$ cat config.mk
export PLATFORM = sky130hd
export DESIGN_NAME = mul_sequencer_flat
export DESIGN_NICKNAME = d
export VERILOG_FILES = /design/src/rtl/mul_pkg.sv /design/src/rtl/mul_sequencer_if.sv /design/src/rtl/full_adder_32bit.sv /design/src/rtl/mul_sequencer.sv /design/src/flat_wrapper.sv
export SDC_FILE = /design/constraint.sdc
export NUM_CORES = 1
export LEC_CHECK = 0
export ABC_AREA = 1
export BUFFER_PORTS_ARGS = -buffer_cell sky130_fd_sc_hd__buf_2
export CAP_MARGIN = 5
export CORE_UTILIZATION = 62
export DETAILED_ROUTE_END_ITERATION = 8
export PLACE_DENSITY_LB_ADDON = 0.25
export SYNTH_ARGS = -nofsm -noshare
export SYNTH_HDL_FRONTEND = slang
export SYNTH_SLANG_ARGS = --single-unit
$ cat constraint.sdc
create_clock -name i_clk -period 3.3 [get_ports i_clk]
set_clock_uncertainty 0.15 [all_clocks]
set_input_delay 0.495 -clock i_clk [delete_from_list [all_inputs] [get_ports i_clk]]
set_output_delay 0.495 -clock i_clk [all_outputs]
set_load 0.05 [all_outputs]
$ cat src/rtl/mul_pkg.sv
// Shared types and constants for the iterative RV32M multiply sequencer.
package mul_pkg;

    localparam int XLEN     = 32;
    localparam int MUL_ITER = 32;
    localparam int CNT_W    = $clog2(MUL_ITER);

    // funct3[1:0] encoding of the M-extension multiply ops
    typedef enum logic [1:0] {
        MUL_LO = 2'b00,
        MULH   = 2'b01,
        MULHSU = 2'b10,
        MULHU  = 2'b11
    } mul_op_e;

    typedef enum logic [1:0] {
        IDLE   = 2'b00,
        CALC   = 2'b01,
        FINISH = 2'b10
    } mul_state_e;

    // Unsigned magnitude of an operand; |0x80000000| stays 0x80000000,
    // which is the correct unsigned magnitude.
    function automatic logic [XLEN-1:0] magnitude(input logic [XLEN-1:0] v,
                                                  input logic            is_signed);
        return (is_signed && v[XLEN-1]) ? -v : v;
    endfunction

endpackage

$ cat src/rtl/mul_sequencer_if.sv
// Request/response bundle between the core and the multiply sequencer.
// Handshake: the core raises i_start for one cycle while o_busy is low;
// the sequencer raises o_busy until the result is produced, then pulses
// o_valid for exactly one cycle with o_result, which holds until the
// next o_valid. i_flush aborts whatever is in flight and drops any
// request presented in the same cycle.
interface mul_sequencer_if;
    import mul_pkg::*;

    logic            i_start;
    logic [1:0]      i_mul_op;
    logic [XLEN-1:0] i_op_a;
    logic [XLEN-1:0] i_op_b;
    logic            i_flush;
    logic            o_busy;
    logic            o_valid;
    logic [XLEN-1:0] o_result;

    modport master (
        output i_start, i_mul_op, i_op_a, i_op_b, i_flush,
        input  o_busy, o_valid, o_result
    );

    modport slave (
        input  i_start, i_mul_op, i_op_a, i_op_b, i_flush,
        output o_busy, o_valid, o_result
    );

endinterface

$ cat src/rtl/full_adder_32bit.sv
// Word-wide adder with carry in/out used by the shift-add accumulate.
module full_adder_32bit
    import mul_pkg::*;
(
    input  logic [XLEN-1:0] a,
    input  logic [XLEN-1:0] b,
    input  logic            c_i,
    output logic [XLEN-1:0] s,
    output logic            c_o
);

    // Carry out lands in the extra top bit of the widened sum
    always_comb begin
        {c_o, s} = {1'b0, a} + {1'b0, b} + {{XLEN{1'b0}}, c_i};
    end

endmodule

$ cat src/rtl/mul_sequencer.sv
// Iterative radix-2 shift-add multiplier for MUL/MULH/MULHSU/MULHU.
// Operands are converted to magnitudes on load, multiplied unsigned over
// 32 iterations, and the sign is restored on the 64-bit product before
// the requested half is registered.
module mul_sequencer
    import mul_pkg::*;
(
    input  logic              i_clk,
    input  logic              i_rst_n,
    mul_sequencer_if.slave    bus,
    output mul_state_e        o_state
);

    mul_state_e        state_q;
    mul_state_e        state_d;
    logic [CNT_W-1:0]  cnt_q;
    logic [XLEN-1:0]   mcand_q;
    logic [XLEN-1:0]   mplier_q;
    logic [XLEN-1:0]   acc_q;
    logic              neg_q;
    logic              sel_hi_q;
    logic              valid_q;
    logic [XLEN-1:0]   result_q;

    logic              load;
    logic              iterate;
    logic              finish;
    logic              last_iter;

    mul_op_e           op;
    logic              a_signed;
    logic              b_signed;

    logic [XLEN-1:0]   addend;
    logic [XLEN-1:0]   sum_lo;
    logic              sum_hi;
    logic [2*XLEN-1:0] prod_raw;
    logic [2*XLEN-1:0] prod;

    // Decode operand signedness from the op sampled at acceptance
    always_comb begin
        op       = mul_op_e'(bus.i_mul_op);
        a_signed = (op == MULH) || (op == MULHSU);
        b_signed = (op == MULH);
    end

    // Only the accumulate adder is shared hardware; bit 0 of the
    // multiplier decides whether the multiplicand is added this cycle.
    assign addend = mplier_q[0] ? mcand_q : '0;

    full_adder_32bit u_add (
        .a   (acc_q),
        .b   (addend),
        .c_i (1'b0),
        .s   (sum_lo),
        .c_o (sum_hi)
    );

    // Sign restoration on the full product; negating zero yields zero
    always_comb begin
        prod_raw = {acc_q, mplier_q};
        prod     = neg_q ? -prod_raw : prod_raw;
    end

    assign last_iter = (cnt_q == CNT_W'(MUL_ITER - 1));

    // State register
    always_ff @(posedge i_clk or negedge i_rst_n) begin
        if (!i_rst_n) begin
            state_q <= IDLE;
        end else begin
            state_q <= state_d;
        end
    end

    // Next-state logic; flush overrides every transition
    always_comb begin
        state_d = state_q;
        if (bus.i_flush) begin
            state_d = IDLE;
        end else begin
            case (state_q)
                IDLE:    if (bus.i_start) state_d = CALC;
                CALC:    if (last_iter)   state_d = FINISH;
                FINISH:  state_d = IDLE;
                default: state_d = IDLE;
            endcase
        end
    end

    // FSM-derived strobes for the datapath and the stall output
    always_comb begin
        load    = (state_q == IDLE)   && bus.i_start && !bus.i_flush;
        iterate = (state_q == CALC)   && !bus.i_flush;
        finish  = (state_q == FINISH) && !bus.i_flush;
    end

    // Operand load, shift-add iteration and result capture
    always_ff @(posedge i_clk or negedge i_rst_n) begin
        if (!i_rst_n) begin
            cnt_q    <= '0;
            mcand_q  <= '0;
            mplier_q <= '0;
            acc_q    <= '0;
            neg_q    <= 1'b0;
            sel_hi_q <= 1'b0;
            valid_q  <= 1'b0;
            result_q <= '0;
        end else begin
            valid_q <= finish;
            if (bus.i_flush) begin
                cnt_q <= '0;
            end else if (load) begin
                mcand_q  <= magnitude(bus.i_op_a, a_signed);
                mplier_q <= magnitude(bus.i_op_b, b_signed);
                neg_q    <= (a_signed & bus.i_op_a[XLEN-1]) ^ (b_signed & bus.i_op_b[XLEN-1]);
                sel_hi_q <= (op != MUL_LO);
                acc_q    <= '0;
                cnt_q    <= '0;
            end else if (iterate) begin
                // 65-bit {sum, mplier} shifted right by one
                acc_q    <= {sum_hi, sum_lo[XLEN-1:1]};
                mplier_q <= {sum_lo[0], mplier_q[XLEN-1:1]};
                cnt_q    <= cnt_q + CNT_W'(1);
            end else if (finish) begin
                result_q <= sel_hi_q ? prod[2*XLEN-1:XLEN] : prod[XLEN-1:0];
            end
        end
    end

    assign bus.o_busy   = (state_q != IDLE);
    assign bus.o_valid  = valid_q;
    assign bus.o_result = result_q;
    assign o_state      = state_q;

endmodule

$ cat src/flat_wrapper.sv
// flat-port wrapper written by rule: the top's interface ports become plain ports
module mul_sequencer_flat import mul_pkg::*;
  (i_clk, i_rst_n, o_state, bus_i_start, bus_i_mul_op, bus_i_op_a, bus_i_op_b, bus_i_flush, bus_o_busy, bus_o_valid, bus_o_result);
  mul_sequencer_if bus_i ();
  input  logic i_clk;
  input  logic i_rst_n;
  output mul_state_e o_state;
  input wire logic [$bits(bus_i.i_start)-1:0] bus_i_start;
  input wire logic [$bits(bus_i.i_mul_op)-1:0] bus_i_mul_op;
  input wire logic [$bits(bus_i.i_op_a)-1:0] bus_i_op_a;
  input wire logic [$bits(bus_i.i_op_b)-1:0] bus_i_op_b;
  input wire logic [$bits(bus_i.i_flush)-1:0] bus_i_flush;
  output wire logic [$bits(bus_i.o_busy)-1:0] bus_o_busy;
  output wire logic [$bits(bus_i.o_valid)-1:0] bus_o_valid;
  output wire logic [$bits(bus_i.o_result)-1:0] bus_o_result;
  assign bus_i.i_start = bus_i_start;
  assign bus_i.i_mul_op = bus_i_mul_op;
  assign bus_i.i_op_a = bus_i_op_a;
  assign bus_i.i_op_b = bus_i_op_b;
  assign bus_i.i_flush = bus_i_flush;
  assign bus_o_busy = bus_i.o_busy;
  assign bus_o_valid = bus_i.o_valid;
  assign bus_o_result = bus_i.o_result;
  mul_sequencer u_core (.i_clk(i_clk), .i_rst_n(i_rst_n), .bus(bus_i), .o_state(o_state));
endmodule
Word level (Yosys, flattened, before mapping)
Cells that the tools add are included.
{ "classes": {"add_sub_neg": 5, "n_eq_ne": 7, "muxes": 16, "bitwise_logic": 6, "reduce_logical": 17} }
{ "op_table": {"columns": ["op", "count"], "rows": [
  ["32-bit two-way mux", 8],
  ["64-bit two-way mux", 1],
  ["32-bit negator", 2],
  ["64-bit negator", 1],
  ["32-bit by 32-bit adder with 33-bit output", 1],
  ["5-bit two-way mux", 3],
  ["1-bit logical AND", 6],
  ["2-bit two-way mux", 3],
  ["2-bit AND reduction", 3],
  ["2-bit nonzero test", 3],
  ["5-bit by 1-bit adder with 5-bit output, second input constant", 1],
  ["5-bit == test, second input constant", 1],
  ["2-bit by 1-bit == test with 1-bit output, second input constant", 2],
  ["2-bit == test, second input constant", 2],
  ["2-bit one-hot mux with 2 select lines", 1],
  ["4-bit AND reduction", 1],
  ["3-bit by 2-bit inequality test with 1-bit output, second input constant", 1],
  ["3-bit inequality test, second input constant", 1],
  ["1-bit inverter", 3],
  ["3-bit nonzero test", 1],
  ["1-bit AND", 2],
  ["2-bit logical NOT", 1],
  ["1-bit logical NOT", 1],
  ["1-bit logical OR", 1],
  ["1-bit XOR", 1]
]} }
{ "word_totals": {"reg_bits": 138, "word_cells": 60} }

Longest topological paths before layout
Gate-level depths: netlist of the first run.
{ "logic_depth": {"word_depth": 5, "mapped_depth": 19, "depth_no_buf": 17} }

Cells and area by module
A second synthesis of the first run with hierarchy kept.
{ "hier_totals": {"hier_cells": 2159, "area_unflattened_um2": 12648.4} }
{ "modules_own_cells": {"columns": ["mod", "instances", "cells_per_inst", "area_each_um2"], "rows": [
  ["mul_sequencer", 1, 1657, 10247.3],
  ["full_adder_32bit", 1, 502, 2401.1]
]} }

Worst setup path after synthesis of the first run
No wires, ideal clock.
{ "synth_timing": {"path_kind": "flip-flop to flip-flop", "from": "register u_core.mplier_q[0]", "to": "register u_core.acc_q[29]", "arrival_time_ns": 2.242, "required_ns": 3.032, "slack_ns": 0.790, "stages_incl_launch_ff": 20, "period_less_slack_ns": 2.510, "cell_sequence": "dfrtp_1 -> buf_4 -> clkbuf_1 -> nand2_1 -> inv_1 -> ha_1 -> inv_1 -> fa_1 -> inv_1 -> nand2_1 -> o21ai_2 -> nand2_1 -> nand2_1 -> nand2_1 -> nand2_1 -> nand2_1 -> nand2_1 -> nand2_1 -> nand3_1 -> nand2_1"} }
{ "synth_via": {"elab_chain_len": 4} }
{ "synth_rtl": {"columns": ["element", "line", "text"], "rows": [
  ["from (decl)", "mul_sequencer.sv:18", "logic [XLEN-1:0] mplier_q;"],
  ["from (signal assigned)", "mul_sequencer.sv:115", "mplier_q <= magnitude(bus.i_op_b, b_signed);"],
  ["from (signal assigned)", "mul_sequencer.sv:123", "mplier_q <= {sum_lo[0], mplier_q[XLEN-1:1]};"],
  ["32-bit two-way mux", "mul_sequencer.sv:49", "assign addend = mplier_q[0] ? mcand_q : '0;"],
  ["32-bit by 32-bit adder with 33-bit output", "full_adder_32bit.sv:14", "{c_o, s} = {1'b0, a} + {1'b0, b} + {{XLEN{1'b0}}, c_i};"],
  ["32-bit two-way mux", "mul_sequencer.sv:120", "end else if (iterate) begin"],
  ["32-bit two-way mux", "mul_sequencer.sv:113", "end else if (load) begin"],
  ["to (signal assigned)", "mul_sequencer.sv:122", "acc_q <= {sum_hi, sum_lo[XLEN-1:1]};"],
  ["to (decl)", "mul_sequencer.sv:19", "logic [XLEN-1:0] acc_q;"]
]} }
No other way between the ends. The select of a mux whose other input is x is not followed.
A chain may end at the register's enable or synchronous reset.

Worst setup path in the final report of the first run
{ "layout_timing": {"from": "register u_core.mplier_q[0]", "to": "register u_core.acc_q[13]"} }
The elaborated chain is that of the path after synthesis.

==> results of run 1 <==
==> logic make-up after synthesis <==
| group | Yosys count |
|---|---|
| buffers and inverters | 322 |
| multiplexers | 1 |
| XOR/XNOR | 20 |
| adder cells (fa/ha/maj) | 40 |
| AO/OA/AOI/OAI | 317 |
| AND/OR/NAND/NOR | 1150 |
| flip-flops | 138 |
==> layout make-up <==
| cell class | count | area (um2) | share of cell area [%] |
|---|---|---|---|
| Multi-Input combinational cell | 1528 | 7570 | 55.4 |
| Sequential cell | 138 | 3450 | 25.3 |
| Inverter | 266 | 998 | 7.31 |
| Timing Repair Buffer | 124 | 702 | 5.14 |
| Clock buffer | 17 | 425 | 3.11 |
| Tap cell | 265 | 332 | 2.43 |
| Clock inverter | 15 | 176 | 1.29 |
==> routing by layer <==
layer	vias up	global-route usage, %	wire length [um]
met2	807	60.8	17200
li1	6625	-	-
met5	-	0	0
met3	140	7.51	4200
met4	0	20.4	2010
met1	6279	58.1	17500
==> timing repair <==
| item | in CTS | in global routing |
|---|---|---|
| hold buffers | 1 | 0 |
| setup endpoints to repair | 0 | 0 |
| endpoints found under the hold margin | 63 | 0 |
==> tightest hold or removal path, cell delays in order <==
cell     delay (ns)
buf_2          0.12
o21ai_1        0.09
nand2_1        0.06
==> sequential cells by signal (all words and copies together), names as in the netlist <==
signal and flops:
u_core.cnt_q 5, u_core.acc_q 32, u_core.bus.o_result 32, u_core.o_state 2, u_core.mcand_q 32, u_core.mplier_q 32, u_core.neg_q 1, u_core.sel_hi_q 1
u_core.bus.o_valid 1
==> path summary, 6_finish.rpt <==
path,slack [ns],cells past startpoint,to
worst max-delay path,0.52,13,u_core.acc_q[13]
worst min-delay path,0.21,3,u_core.mplier_q[30]
worst max register to register,0.52,13,u_core.acc_q[13]
worst min register to register,0.33,2,u_core.bus.o_result[0]
max in group asynchronous,1.80,3,u_core.mcand_q[27]
min in group asynchronous,0.48,2,u_core.bus.o_result[10]
==> stage by stage <==
| stage | util, % | power, mW | std cells | setup WS, ns |
|---|---|---|---|---|
| CTS | 70.2 | 8.03 | 2353 | 0.587 |
| detailed placement | 67.1 | 6.04 | 2320 | 0.620 |
| global route | 70.2 | 8.64 | 2353 | 0.335 |
| global placement | 67.1 | 5.96 | 2320 | 0.699 |
| floorplan | - | 4.93 | 1988 | 0.790 |
| finish | 70.2 | 8.18 | 2353 | 0.523 |
==> placed cells by master, fill, tap and decap left out, types with 20 or more instances in the layout <==
master	count
nand3_1	211
inv_1	253
o21ai_0	103
buf_2	104
dfrtp_1	137
nand4_1	33
nand2_2	20
ha_1	39
a21oi_1	94
nor2_1	230
nand2_1	573
o21ai_1	27
or2_2	21
==> where the power goes <==
part / switching [mW] / internal, mW / total (mW) / leakage (nW)
combinational: 2.52 / 1.15 / 3.67 / 5.11
sequential: 0.544 / 2.02 / 2.56 / 1.75
clock: 0.934 / 1.02 / 1.96 / 0.287
==> metrics.csv, run 1 <==
metric,value,unit
outcome,"complete, no violations",
cell area after synthesis,12300,um2
Slew Limit Fails,0,
Hold Crit Class,primary input to flop,
"Seq/Total Area, Yosys",28.1,%
Tot GR Track Use,41.3,%
post-synthesis adder-cell area fraction,4.13,%
# rows,51,
top post-synthesis cells by area,"dfrtp_1 28%, nand2_1 18%, nand3_1 8.6%",
mux contribution to synthesized area,0.0814,%
cell taking the most area after synthesis,dfrtp_1,
wire length per cell,17.4,um
slew margin rel.,23.2,%
final setup vio count,0,
power density cells,599,nW/um2
Layout area overhead,11.2,%
"EDFF count, synth",0,
CTS max path bufs,2,
1st-pass router iterations,9,
setup TNS,0,ns
largest net degree at the start of global routing,67,
Reg2Reg Launch Point,u_core.mplier_q[0],
mean post-synth cell area,6.18,um2
gr ovfl total,0,
largest family of logic cells by synthesized area,simple AND/OR/NAND/NOR gates,
CP Cell Sequence,buf_4 -> nand2_1 -> fa_1 -> inv_1 -> nand2_1 -> o21ai_2 -> nand2_1 -> nand2_1 -> nand2_1 -> nand2_1 -> a21oi_1 -> o21ai_0 -> o21ai_1,
Max Fclk,0.360,GHz
Peak VDD IR,0.375,mV
I/O pins,106,
CTS tree,done,
routed wire length,41000,um
syn_nets,2098,
Synth Area in XOR/XNOR,1.43,%
H-tree depth,4,
Yosys reg bits,138,
crit path from,u_core.mplier_q[0],
asr flop ratio synth,100,%
Synth Area in Compound Gates,15.1,%
CTS Root Cell,clkbuf_16,
cts repair resizes,0,
vias in the first global route,12400,
Leakage,7.14,nW
Setup Buffers After CTS,0,
simple-gate area share of the yosys netlist,40.9,%
post-route ant nets,0,
Crit Path Class,flop to flop,
Critical Path End Type,flop,
crit path launch type,flop,
CP arrival,2.92,ns
Crit path max-delay family,simple AND/OR/NAND/NOR gates,
number of buffers created by CTS,17,
Initial Util,63.1,%
CP max-delay cell,dfrtp_1,
Post-Place Cell Area,13100,um2
RSZ-0062 raised after global routing,false,
total number of vias,13900,
first-pass GRT wire length,64700,um
hold slack final,0.214,ns
Cell variety after synth,52,
Finished Cell Area,13700,um2
final hold vios,0,
IO buf count,105,
crit path max fanout,31,
Chip Width,143,um
most frequent cell after synthesis,nand2_1,
Sink Count,138,
starting DRC count in detailed routing,1572,
final worst path period share,84.2,%
Buffers & Inverters on Critical Path,2,
worst slew pin tran,1.15,ns
DRC viols,0,
number of max-cap violations,0,
GP Congestion,1.06,
"Req. time, crit path",3.45,ns
share of cells above drive strength 1,12.1,%
clk slew on worst S/H paths,0.07,ns
CP most frequent cell,nand2_1,
Tmin final,2.78,ns
clk_lat worst skew,0.44,ns
CP max stage delay,0.44,ns
area of the core,19500,um2
leading register cell type out of synthesis,dfrtp_1,
post-DP HPWL,31600,um
Final nets,2185,
Synth Instances,1988,
Fillers,1724,
Via density,5.89,
"top cells by count, synth","573 x nand2_1, 253 x inv_1, 230 x nor2_1, 211 x nand3_1, 138 x dfrtp_1",
initial antenna violation count,0,
hold_sp,bus_i_op_b[30],
share of the synthesized area in the top cell type,28.1,%
antenna cells,0,
Die Footprint,20400,um2
Synth warnings,0,
Die Height,143,um
Note: power is estimated with default switching activity, not from simulation.
==> inputs of run 2 (changes only) <==
--- a/config.mk
+++ b/config.mk
@@ -8,7 +8,7 @@
 export ABC_AREA = 1
 export BUFFER_PORTS_ARGS = -buffer_cell sky130_fd_sc_hd__buf_2
 export CAP_MARGIN = 5
-export CORE_UTILIZATION = 62
+export CORE_UTILIZATION = 56
 export DETAILED_ROUTE_END_ITERATION = 8
 export PLACE_DENSITY_LB_ADDON = 0.25
 export SYNTH_ARGS = -nofsm -noshare
==> constraint.sdc (replaced) <==
create_clock -name i_clk -period 2.5 [get_ports i_clk]
set_clock_uncertainty 0.15 [all_clocks]
set_input_delay 0.375 -clock i_clk [delete_from_list [all_inputs] [get_ports i_clk]]
set_output_delay 0.375 -clock i_clk [all_outputs]
set_load 0.05 [all_outputs]
==> run 2 against run 1 <==
  * Combinational power grew 44%
  * Wire length grew 3.5%
  * Count of clock-buffer cells in the layout is the same
  * Sequential power grew 29%
  * Critical path type unchanged
  * First-iteration DRC count shrank 4.1%
  * Global-route usage shrank 3.6 points
  * Non-clock buffer count grew 27
  * Via count grew 0.17%
  * Hold slack lost 0.13 ns
  * Flip-flop and latch count is the same
==> metrics.csv, run 2 (synthesis results as in run 1) <==
metric,value,unit
outcome,"complete, no violations",
starting DRC count in detailed routing,1508,
antenna cells,0,
register area,3460,um2
final setup vio count,0,
hold_sp,bus_i_op_b[28],
# rows,53,
vias in the first global route,12100,
Reg2Reg Launch Point,u_core.mplier_q[0],
worst slack at placement,-0.00827,ns
CTS Root Cell,clkbuf_16,
area of the core,21300,um2
CTS max path bufs,2,
area of the multi-input gates,7860,um2
WHS Endpoint,u_core.mplier_q[28],
IO buf count,105,
Die Height,150,um
Post-Place Cell Area,13300,um2
post-route ant nets,0,
Die Footprint,22500,um2
Critical Path End Type,flop,
crit path launch type,flop,
R2R cell count,12,
Crit Path Class,flop to flop,
Hold Crit Class,primary input to flop,
final setup margin,0.0203,ns
"Req. time, crit path",2.68,ns
worst slew pin tran,0.957,ns
DRT met1 WL,18800,um
Peak VDD IR,0.543,mV
RSZ-0062 raised after global routing,true,
wire length on met2,17800,um
final worst path period share,99.2,%
CP Cell Sequence,buf_12 -> nand2_1 -> inv_1 -> ha_1 -> a21oi_1 -> o21ai_1 -> a21oi_1 -> nor2_1 -> nor2_1 -> nand3_1 -> nand3_1 -> nand2_1,
initial antenna violation count,1,
routed wire length,42400,um
number of max-cap violations,0,
Initial Util,57.7,%
power density cells,780,nW/um2
Leakage,7.28,nW
register-to-register setup slack,0.02,ns
Tot GR Track Use,37.7,%
largest net degree at the start of global routing,66,
CP max stage delay,0.47,ns
CTS tree,done,
WHS Path Cells,3,
wire length per cell,17.7,um
Chip Width,150,um
CP max-delay cell,dfrtp_2,
I/O pins,106,
final hold vios,0,
Sink Count,138,
Layout area overhead,15.7,%
Met3 Routed Length,4550,um
number of buffers created by CTS,17,
H-tree depth,4,
Final nets,2213,
Slew Limit Fails,0,
DRC viols,0,
Fillers,1907,
most frequent cells in the layout,"552 x nand2_1, 250 x inv_1, 216 x nor2_1",
total number of vias,13900,
CP arrival,2.66,ns
clk_lat worst skew,0.44,ns
GP Congestion,1.06,
share of cells above drive strength 1,16.5,%
setup TNS,0,ns
first-pass GRT wire length,65300,um
slew margin rel.,36.1,%
Finished Cell Area,14200,um2
top sig layer,met4,
post-DP HPWL,32700,um
R2R Path End,u_core.acc_q[24],
Max Fclk,0.403,GHz
Via density,5.80,
gr ovfl total,0,
crit path max fanout,16,
"most common cell after layout, fill and taps aside",nand2_1,
clk slew on worst S/H paths,0.07,ns
1st-pass router iterations,6,
Tmin final,2.48,ns
## run 2: changes by cell type in the layout (fill, tap and decap cells not counted), sizes merged
cell and delta:
clkinvlp -1, buf +26, inv -1, clkbuf +1, nor2 +1, clkinv +1, bufinv +1
## run 2: report_power, final
part	leakage, nW	internal [mW]	switching [mW]	total (mW)
registers	1.75	2.66	0.626	3.29
logic	5.25	1.74	3.53	5.27
clock network	0.284	1.41	1.13	2.54
## run 2: per-stage QoR
step / util [%] / hold slack, ns / instances / power [mW]
6_report: 66.8 / 0.0815 / 2391 / 11.1
5_1_grt: 66.8 / 0.0925 / 2391 / 11.7
4_1_cts: 65.2 / 0.0662 / 2386 / 10.7
3_5_place_dp: 62.4 / 0.177 / 2353 / 8.16
3_3_place_gp: 62.4 / 0.165 / 2353 / 8.10
2_1_floorplan: - / -0.0706 / 1988 / 6.51
## run 2: final cells by class
cell class / instances / area share (%)
Timing Repair Buffer: 151 / 6.84
Inverter: 266 / 7.02
Tap cell: 275 / 2.42
Multi-Input combinational cell: 1529 / 55.3
Clock buffer: 17 / 2.99
Clock inverter: 15 / 1.11
Sequential cell: 138 / 24.3
## run 2: worst max-delay path, delay by kind of cell (launching register included)
family / cells / cell delay (ns)
buf+inv: 2 / 0.21
flops: 1 / 0.47
compound gates: 3 / 0.68
simple gates: 6 / 0.48
fa+ha+maj: 1 / 0.38
## run 2: how the worst max path moves through the flow
stage	depth (start not counted)	end	slack (ns)	start
after global placement	15	u_core.acc_q[29]	0.04	u_core.mplier_q[0]
after CTS	15	u_core.acc_q[29]	0.03	u_core.mplier_q[0]
final	12	u_core.acc_q[24]	0.02	u_core.mplier_q[0]
after global routing	10	u_core.acc_q[11]	-0.08	u_core.mplier_q[0]
after floorplan	19	u_core.acc_q[29]	0.09	u_core.mplier_q[0]
after detailed placement	15	u_core.acc_q[29]	-0.008	u_core.mplier_q[0]
## run 2: routing by layer
| layer | track usage (%) | vias up |
|---|---|---|
| met5 | 0 | - |
| met4 | 10.8 | 0 |
| met3 | 7.06 | 92 |
| met2 | 55.2 | 790 |
| met1 | 56.0 | 6304 |
| li1 | - | 6688 |
## run 2: timing repair
action | in CTS | in global routing
buffers inserted | 0 | 3
cloned | 0 | 2
endpoints found under the hold margin | 41 | 0
hold buffers | 1 | 0
endpoints found under the setup margin | 2 | 31
resized for setup | 1 | 90
pin swaps | 0 | 11
